## config.mk

```make
export PLATFORM = sky130hd
export DESIGN_NAME = pwm_capture_avalon
export DESIGN_NICKNAME = d
export VERILOG_FILES = /design/src/rtl/pwm_capture_avalon.sv
export SDC_FILE = /design/constraint.sdc
export NUM_CORES = 1
export LEC_CHECK = 0
export ABC_CLOCK_PERIOD_IN_PS = 2600
export CORE_AREA = 10 10 156 158
export DETAILED_ROUTE_END_ITERATION = 12
export DIE_AREA = 0 0 166 168
export PLACE_DENSITY = 0.59
export SETUP_SLACK_MARGIN = 0.02
export SYNTH_ARGS = -nofsm -noshare
export SYNTH_HDL_FRONTEND = slang
export SYNTH_SLANG_ARGS = --single-unit
```

## constraint.sdc

```tcl
create_clock -name csi_clk -period 2.6 [get_ports csi_clk]
set_input_delay 0.52 -clock csi_clk [delete_from_list [all_inputs] [get_ports csi_clk]]
set_output_delay 0.52 -clock csi_clk [all_outputs]
set_load 0.01 [all_outputs]
```

## src/rtl/pwm_capture_avalon.sv

```systemverilog
// Avalon-MM PWM capture: measures high time and period of coe_pwm_in in csi_clk cycles.
// Reads return registered data one cycle after the strobe; the slave never stalls the bus.
module pwm_capture_avalon #(
  parameter int unsigned TIMEOUT = 50_000_000
) (
  input  logic        csi_clk,
  input  logic        rsi_rst_n,
  input  logic        avs_s0_chip_select,
  input  logic        avs_s0_read,
  input  logic        avs_s0_write,
  input  logic [1:0]  avs_s0_address,
  input  logic [3:0]  avs_s0_byteenable,
  input  logic [31:0] avs_s0_writedata,
  output logic [31:0] avs_s0_readdata,
  output logic        ins_irq_irq,
  input  logic        coe_pwm_in
);
  typedef enum logic [1:0] {IDLE, WAIT_RISE, HIGH, LOW} state_t;

  state_t      state_q, state_d;
  logic [31:0] cnt_q, cnt_d;
  logic [31:0] high_cap_q, high_cap_d;
  logic [31:0] high_time_q, period_q;
  logic        ctrl_en_q, ctrl_irq_en_q;
  logic        valid_q, overrun_q, timeout_q;
  logic        sync1_q, sync2_q, dly_q;
  logic        rise, fall, capture, expire;
  logic        wr_ctrl, wr_stat;
  logic [31:0] rd_dat;
  logic        unused_ok;

  assign unused_ok = ^{avs_s0_byteenable[3:1], avs_s0_writedata[31:3]};
  assign wr_ctrl = avs_s0_chip_select & avs_s0_write & avs_s0_byteenable[0]
                   & (avs_s0_address == 2'd2);
  assign wr_stat = avs_s0_chip_select & avs_s0_write & avs_s0_byteenable[0]
                   & (avs_s0_address == 2'd3);
  assign rise = sync2_q & ~dly_q;
  assign fall = ~sync2_q & dly_q;

  always_ff @(posedge csi_clk or negedge rsi_rst_n) begin
    if (!rsi_rst_n) begin
      sync1_q <= 1'b0;
      sync2_q <= 1'b0;
      dly_q   <= 1'b0;
    end else begin
      sync1_q <= coe_pwm_in;
      sync2_q <= sync1_q;
      dly_q   <= sync2_q;
    end
  end

  always_ff @(posedge csi_clk or negedge rsi_rst_n) begin
    if (!rsi_rst_n) begin
      state_q    <= IDLE;
      cnt_q      <= '0;
      high_cap_q <= '0;
    end else begin
      state_q    <= state_d;
      cnt_q      <= cnt_d;
      high_cap_q <= high_cap_d;
    end
  end

  // cnt counts clocks since the last measured rising edge; an edge beats the timeout.
  always_comb begin
    state_d    = state_q;
    cnt_d      = cnt_q;
    high_cap_d = high_cap_q;
    capture    = 1'b0;
    expire     = 1'b0;
    if (!ctrl_en_q) begin
      state_d = IDLE;
      cnt_d   = '0;
    end else begin
      case (state_q)
        IDLE: begin
          cnt_d   = '0;
          state_d = WAIT_RISE;
        end
        WAIT_RISE: begin
          if (rise) begin
            cnt_d   = 32'd1;
            state_d = HIGH;
          end
        end
        HIGH: begin
          if (fall) begin
            high_cap_d = cnt_q;
            cnt_d      = cnt_q + 32'd1;
            state_d    = LOW;
          end else if (cnt_q >= TIMEOUT) begin
            expire  = 1'b1;
            cnt_d   = '0;
            state_d = WAIT_RISE;
          end else begin
            cnt_d = cnt_q + 32'd1;
          end
        end
        LOW: begin
          if (rise) begin
            capture = 1'b1;
            cnt_d   = 32'd1;
            state_d = HIGH;
          end else if (cnt_q >= TIMEOUT) begin
            expire  = 1'b1;
            cnt_d   = '0;
            state_d = WAIT_RISE;
          end else begin
            cnt_d = cnt_q + 32'd1;
          end
        end
        default: state_d = IDLE;
      endcase
    end
  end

  // Flag sets take priority over a simultaneous write-1-to-clear.
  always_ff @(posedge csi_clk or negedge rsi_rst_n) begin
    if (!rsi_rst_n) begin
      high_time_q   <= '0;
      period_q      <= '0;
      ctrl_en_q     <= 1'b0;
      ctrl_irq_en_q <= 1'b0;
      valid_q       <= 1'b0;
      overrun_q     <= 1'b0;
      timeout_q     <= 1'b0;
    end else begin
      if (capture) begin
        high_time_q <= high_cap_q;
        period_q    <= cnt_q;
      end
      if (wr_ctrl) begin
        ctrl_en_q     <= avs_s0_writedata[0];
        ctrl_irq_en_q <= avs_s0_writedata[1];
      end
      valid_q   <= capture | (valid_q & ~(wr_stat & avs_s0_writedata[0]));
      overrun_q <= (capture & valid_q) | (overrun_q & ~(wr_stat & avs_s0_writedata[1]));
      timeout_q <= expire | (timeout_q & ~(wr_stat & avs_s0_writedata[2]));
    end
  end

  always_comb begin
    rd_dat = '0;
    case (avs_s0_address)
      2'd0:    rd_dat = high_time_q;
      2'd1:    rd_dat = period_q;
      2'd2:    rd_dat = {30'd0, ctrl_irq_en_q, ctrl_en_q};
      default: rd_dat = {28'd0, sync2_q, timeout_q, overrun_q, valid_q};
    endcase
  end

  always_ff @(posedge csi_clk or negedge rsi_rst_n) begin
    if (!rsi_rst_n) begin
      avs_s0_readdata <= '0;
    end else if (avs_s0_chip_select && avs_s0_read) begin
      avs_s0_readdata <= rd_dat;
    end
  end

  assign ins_irq_irq = ctrl_irq_en_q & (valid_q | timeout_q);
endmodule

```

==> results of run 1 <==
==> layout make-up <==
class	count	area, um^2	share of cell area, %
flip-flops and latches	170	4250	48.4
repair buffers	73	692	7.87
multi-input cells	394	2850	32.5
well taps	280	350	3.98
inverters	16	60.1	0.683
clock buffers	22	464	5.28
clock inverters	10	118	1.34
==> registers in the layout (all words and copies together), names as in the netlist <==
register	cells
timeout_q	1
overrun_q	1
sync2_q	1
dly_q	1
ctrl_irq_en_q	1
valid_q	1
high_time_q	32
avs_s0_readdata	32
state_q	2
cnt_q	32
ctrl_en_q	1
sync1_q	1
period_q	32
high_cap_q	32
==> path summary, 6_finish.rpt <==
kind | from | endpoint | slack [ns] | cells after the start
max | cnt_q[11]$_DFFE_PN0P_ | cnt_q[27]$_DFFE_PN0P_ | 0.26 | 6
min | rsi_rst_n | avs_s0_readdata[0]$_DFFE_PN0P_ | 0.08 | 1
max reg2reg | cnt_q[11]$_DFFE_PN0P_ | cnt_q[27]$_DFFE_PN0P_ | 0.26 | 6
min reg2reg | sync1_q$_DFF_PN0_ | sync2_q$_DFF_PN0_ | 0.35 | 0
max in group asynchronous | rsi_rst_n | avs_s0_readdata[16]$_DFFE_PN0P_ | 1.85 | 2
min in group csi_clk | sync1_q$_DFF_PN0_ | sync2_q$_DFF_PN0_ | 0.35 | 0
==> where the power goes <==
part / total, mW / leakage [nW] / switching [mW] / internal (mW)
clock: 2.50 / 0.284 / 1.03 / 1.47
sequential: 2.70 / 2.36 / 0.0320 / 2.67
combinational: 0.248 / 1.41 / 0.159 / 0.0890
total: 5.45 / 4.05 / 1.22 / 4.23
==> layer usage <==
layer	GRT usage (%)	part of all wire [%]	up-vias
li1	-	-	2320
met1	14.4	46	2492
met2	19.2	50	92
met3	3.40	3.8	14
met4	3.43	0.90	0
met5	0	0	-
==> stage by stage <==
stage | worst slack, ns | cell area, um^2
global placement | 0.272 | 8210
floorplan | 0.587 | 7310
global route | 0.0225 | 8790
finish | 0.263 | 8790
detailed placement | 0.266 | 8210
CTS | 0.242 | 8790
==> kinds of logic after synthesis <==
| group | Yosys count | synth area share (%) |
|---|---|---|
| compound gates | 113 | 9.31 |
| fa+ha+maj | 2 | 0.342 |
| mux | 123 | 18.7 |
| flops | 170 | 58.2 |
| buf+inv | 51 | 2.93 |
| xor+xnor | 1 | 0.120 |
| simple gates | 155 | 10.4 |
==> placed cells by master (no fill, tap or decap), types with 3 or more instances in the layout <==
master,count
o21ai_0,54
nand2_1,74
dfrtp_1,170
clkbuf_1,3
nor2_1,9
o311ai_0,7
clkdlybuf4s50_1,42
clkinv_2,3
a31oi_1,10
a21oi_1,16
and2_1,3
inv_1,16
clkbuf_16,17
a21o_1,8
or4_1,4
nand3_1,24
and3_1,7
or2_2,3
or3_1,7
and4_1,3
clkinv_4,3
buf_12,3
nor3_1,4
mux2i_1,30
buf_4,26
mux2_2,91
nand4_1,6
o211ai_1,4
==> impl_metrics.json, run 1 <==
{
  "antenna_cells": 0,
  "dieArea_um2": 27900,
  "worst_setup_path_end_kind": "register",
  "synth_edf_count": 0,
  "synth_cell_type_count": 46,
  "crit_path_start_kind": "register",
  "crit_chain": "or4_1, o21ai_1, o211a_1, o21ai_2, or4_1, o211ai_1",
  "synth_commonest_cells": "170 x dfrtp_1, 91 x mux2_2, 74 x nand2_1",
  "area_delta_synth_final_pct": 20.3,
  "holdWs_ns": 0.0802,
  "numPortBuffers": 44,
  "syn_area_um2": 7310,
  "async_flop_share_pct": 100,
  "rsz0062_at_grt": "false",
  "worstMarginPinSlew_ns": 0.881,
  "synth.most_common_cell": "dfrtp_1",
  "via_count": 4918,
  "worstSkewPairLatency_ns": 0.43,
  "cts_sinks": 170,
  "htreeDepth": 4,
  "fin_cells": 965,
  "fin_crit_sh_pct": 89.9,
  "cts_resized": 0,
  "gp_congestion": 0.775,
  "finalMaxSlewViolations": 0,
  "slowest_delay_ns": 0.59,
  "crit_top_cell": "or4_1",
  "hpwlAfterDp_mm": 10.5,
  "synth_area_leaders": "dfrtp_1 58%, mux2_2 14%, mux2i_1 4.1%",
  "skew_ns": 0.00531,
  "cp_data_arrival_time_ns": 2.68,
  "min_path_type": "input port to async pin",
  "clk_pin_slew_ns": 0.06,
  "ys_ff_latch": 170,
  "power_leakage_nw": 4.05,
  "finalNetCount": 718,
  "ios": 77,
  "synth_cells": 615,
  "cts_buffers": 17,
  "dp_cells": 933,
  "ctsRootBufferMaster": "clkbuf_16",
  "cts_hold_buf": 0,
  "cp_top_family": "simple AND/OR/NAND/NOR gates",
  "fill_cells": 1992,
  "peakVddDrop_mv": 0.445,
  "p_per_area_nw_per_um2": 620,
  "antenna_found_initial": 0,
  "cts.path.max_buffers": 2,
  "worst-path-buf-inv": 0,
  "drtAntennaViolNets": 0,
  "setup_viol": 0,
  "synth_top_area_share_pct": 58.2,
  "coreArea_um2": 21400,
  "period_needed_ns": 2.34,
  "critPathSlowestCell": "or4_1",
  "synth_top_cell_by_area": "dfrtp_1",
  "cts_setup_buffers": 0,
  "grt_pass1_vias": 5150,
  "viasPerCell": 5.10,
  "syn_nets": 661,
  "fin_util_pct": 41.1,
  "outcome": "finished, final reports clean",
  "grt_start_max_net_pins": 66,
  "drc_errors": 0,
  "drtIter0Drc": 367,
  "critical_path_required_ns": 2.95,
  "ys_dominant_reg_cell": "dfrtp_1",
  "dieHeight_um": 168,
  "start_util_pct": 34.1,
  "yosysSeqAreaShare_pct": 58.2,
  "grt_pass1_wl_mm": 26.8,
  "rows": 54,
  "finalHoldViolations": 0,
  "tns_ns": 0,
  "drive_above_1_share_pct": 23.6,
  "crit_path_max_fanout": 22,
  "grt_usage_pct": 11.6,
  "yosysWarnings": 0,
  "max_freq_mhz": 428,
  "die_x_um": 166,
  "overflow": 0,
  "wire_per_inst_um": 16.1,
  "slew_headroom_pct": 41.3,
  "dr.pass1.iters": 6,
  "avgSynthCellArea_um2": 11.9,
  "cap_violations": 0,
  "worstSetupPathType": "register to register",
  "total_power_mw": 5.45,
  "finalWirelength_mm": 15.6,
  "cts_tree": "done"
}
(Power assumes the default switching activity.)
==> inputs of run 2 (changes only) <==
CTS_CLUSTER_SIZE = 8   (was unset)
==> results of run 2 <==
The final DEF is identical to that of run 1; final timing and power are the same.
==> inputs of run 3 (changes only) <==
ABC_CLOCK_PERIOD_IN_PS = 2500   (was 2600)
CTS_CLUSTER_SIZE = unset   (was 8)
clock period = 2.5 ns   (was 2.6 ns; I/O delays follow)
==> run 3 against run 2 <==
  * First-iteration DRC count fell by 26%
  * Critical path type unchanged
  * Critical path depth unchanged
  * Clock-buffer cell count down 2
  * Total power grew 7.3%
==> impl_metrics.json, run 3 (synthesized netlist as in run 1, its figures left out) <==
{
  "fin_crit_sh_pct": 93.1,
  "finalMaxSlewViolations": 0,
  "antenna_cells": 0,
  "cp_data_arrival_time_ns": 2.68,
  "power_leakage_nw": 4.09,
  "dieHeight_um": 168,
  "cp_top_family": "simple AND/OR/NAND/NOR gates",
  "grt_pass1_wl_mm": 27.0,
  "slew_headroom_pct": 55.0,
  "max_freq_mhz": 430,
  "dieArea_um2": 27900,
  "period_needed_ns": 2.33,
  "grt_usage_pct": 11.6,
  "min_path_type": "input port to async pin",
  "slowest_delay_ns": 0.47,
  "crit_path_start_kind": "register",
  "htreeDepth": 4,
  "most-common-layout-cells": "170 x dfrtp_1, 91 x mux2_2, 74 x nand2_1",
  "critPathSlowestCell": "dfrtp_1",
  "ctsRootBufferMaster": "clkbuf_16",
  "crit_chain": "nand4_1, nor4_4, nand3_1, or3_1, or3_1, nand3_1",
  "viasPerCell": 5.04,
  "worstSetupPathType": "register to register",
  "cts_tree": "done",
  "critical_path_required_ns": 2.85,
  "p_per_area_nw_per_um2": 657,
  "clk_pin_slew_ns": 0.06,
  "grt_start_max_net_pins": 67,
  "setup_viol": 0,
  "skew_ns": 0.00690,
  "cts_hold_buf": 0,
  "reg2regPathDepth": 6,
  "worst_setup_path_end_kind": "register",
  "finalHoldViolations": 0,
  "dr.pass1.iters": 5,
  "die_x_um": 166,
  "drtAntennaViolNets": 0,
  "drtIter0Drc": 270,
  "gp_congestion": 0.761,
  "hpwlAfterDp_mm": 10.7,
  "cap_violations": 0,
  "drc_errors": 0,
  "rows": 54,
  "rsz0062_at_grt": "false",
  "worstMarginPinSlew_ns": 0.675,
  "cts.path.max_buffers": 2,
  "total_power_mw": 5.85,
  "overflow": 0,
  "cts_setup_buffers": 0,
  "coreArea_um2": 21400,
  "ios": 77,
  "worst-path-buf-inv": 0,
  "antenna_found_initial": 0,
  "cts_buffers": 17,
  "drive_above_1_share_pct": 24.3,
  "wire_per_inst_um": 16.3,
  "area_delta_synth_final_pct": 21.8,
  "cts_sinks": 170,
  "critical_path_depth": 6,
  "finalWirelength_mm": 15.8,
  "tns_ns": 0,
  "crit_path_max_fanout": 8,
  "grt_pass1_vias": 5291,
  "finalNetCount": 722,
  "start_util_pct": 34.1,
  "outcome": "finished, final reports clean",
  "peakVddDrop_mv": 0.415,
  "worstSkewPairLatency_ns": 0.42,
  "numPortBuffers": 44,
  "final_common_cell": "dfrtp_1",
  "via_count": 4878
}
run 3: cell type report:
class,instances,area (um^2)
clock inverters,11,170
inverters,16,60.1
fillers,1991,12500
multi-input cells,394,2860
clock buffers,20,457
repair buffers,77,747
well taps,280,350
flip-flops and latches,170,4250
run 3: through the flow:
step           util, %  instances  setup slack (ns)  area, um^2  hold WS [ns]
2_1_floorplan        -        615             0.487        7310         0.204
3_3_place_gp      38.6        937             0.232        8270         0.343
3_5_place_dp      38.6        937             0.158        8270         0.336
4_1_cts           41.5        968             0.137        8890         0.104
5_1_grt           41.6        968            0.0501        8900         0.100
6_report          41.6        968             0.172        8900        0.0693
run 3: worst paths after layout:
check / startpoint / endpoint / slack, ns
min in group csi_clk: sync1_q$_DFF_PN0_ / sync2_q$_DFF_PN0_ / 0.35
hold reg to reg: sync1_q$_DFF_PN0_ / sync2_q$_DFF_PN0_ / 0.35
max in group asynchronous: rsi_rst_n / avs_s0_readdata[16]$_DFFE_PN0P_ / 1.66
setup reg to reg: cnt_q[2]$_DFFE_PN0P_ / cnt_q[31]$_DFFE_PN0P_ / 0.17
hold / removal: rsi_rst_n / avs_s0_readdata[1]$_DFFE_PN0P_ / 0.07
setup / recovery: cnt_q[2]$_DFFE_PN0P_ / cnt_q[31]$_DFFE_PN0P_ / 0.17
run 3: power by group:
group	total, mW	switching, mW	internal [mW]
Sequential	2.81	0.0295	2.78
Clock	2.77	1.05	1.72
Combinational	0.268	0.171	0.0969
run 3: routing by layer:
metal	part of all wire, %	vias to the layer above	wire [um]	track usage (%)
met5	0	-	0	0
met4	0.79	0	125	3.54
met3	4.0	13	633	3.00
met2	51	73	8020	20.0
met1	44	2463	7000	14.0
li1	-	2329	-	-
run 3: what timing repair did:
action,in CTS,in global routing
hold endpoints to repair,0,0
resized for setup,0,1
endpoints found under the setup margin,0,7
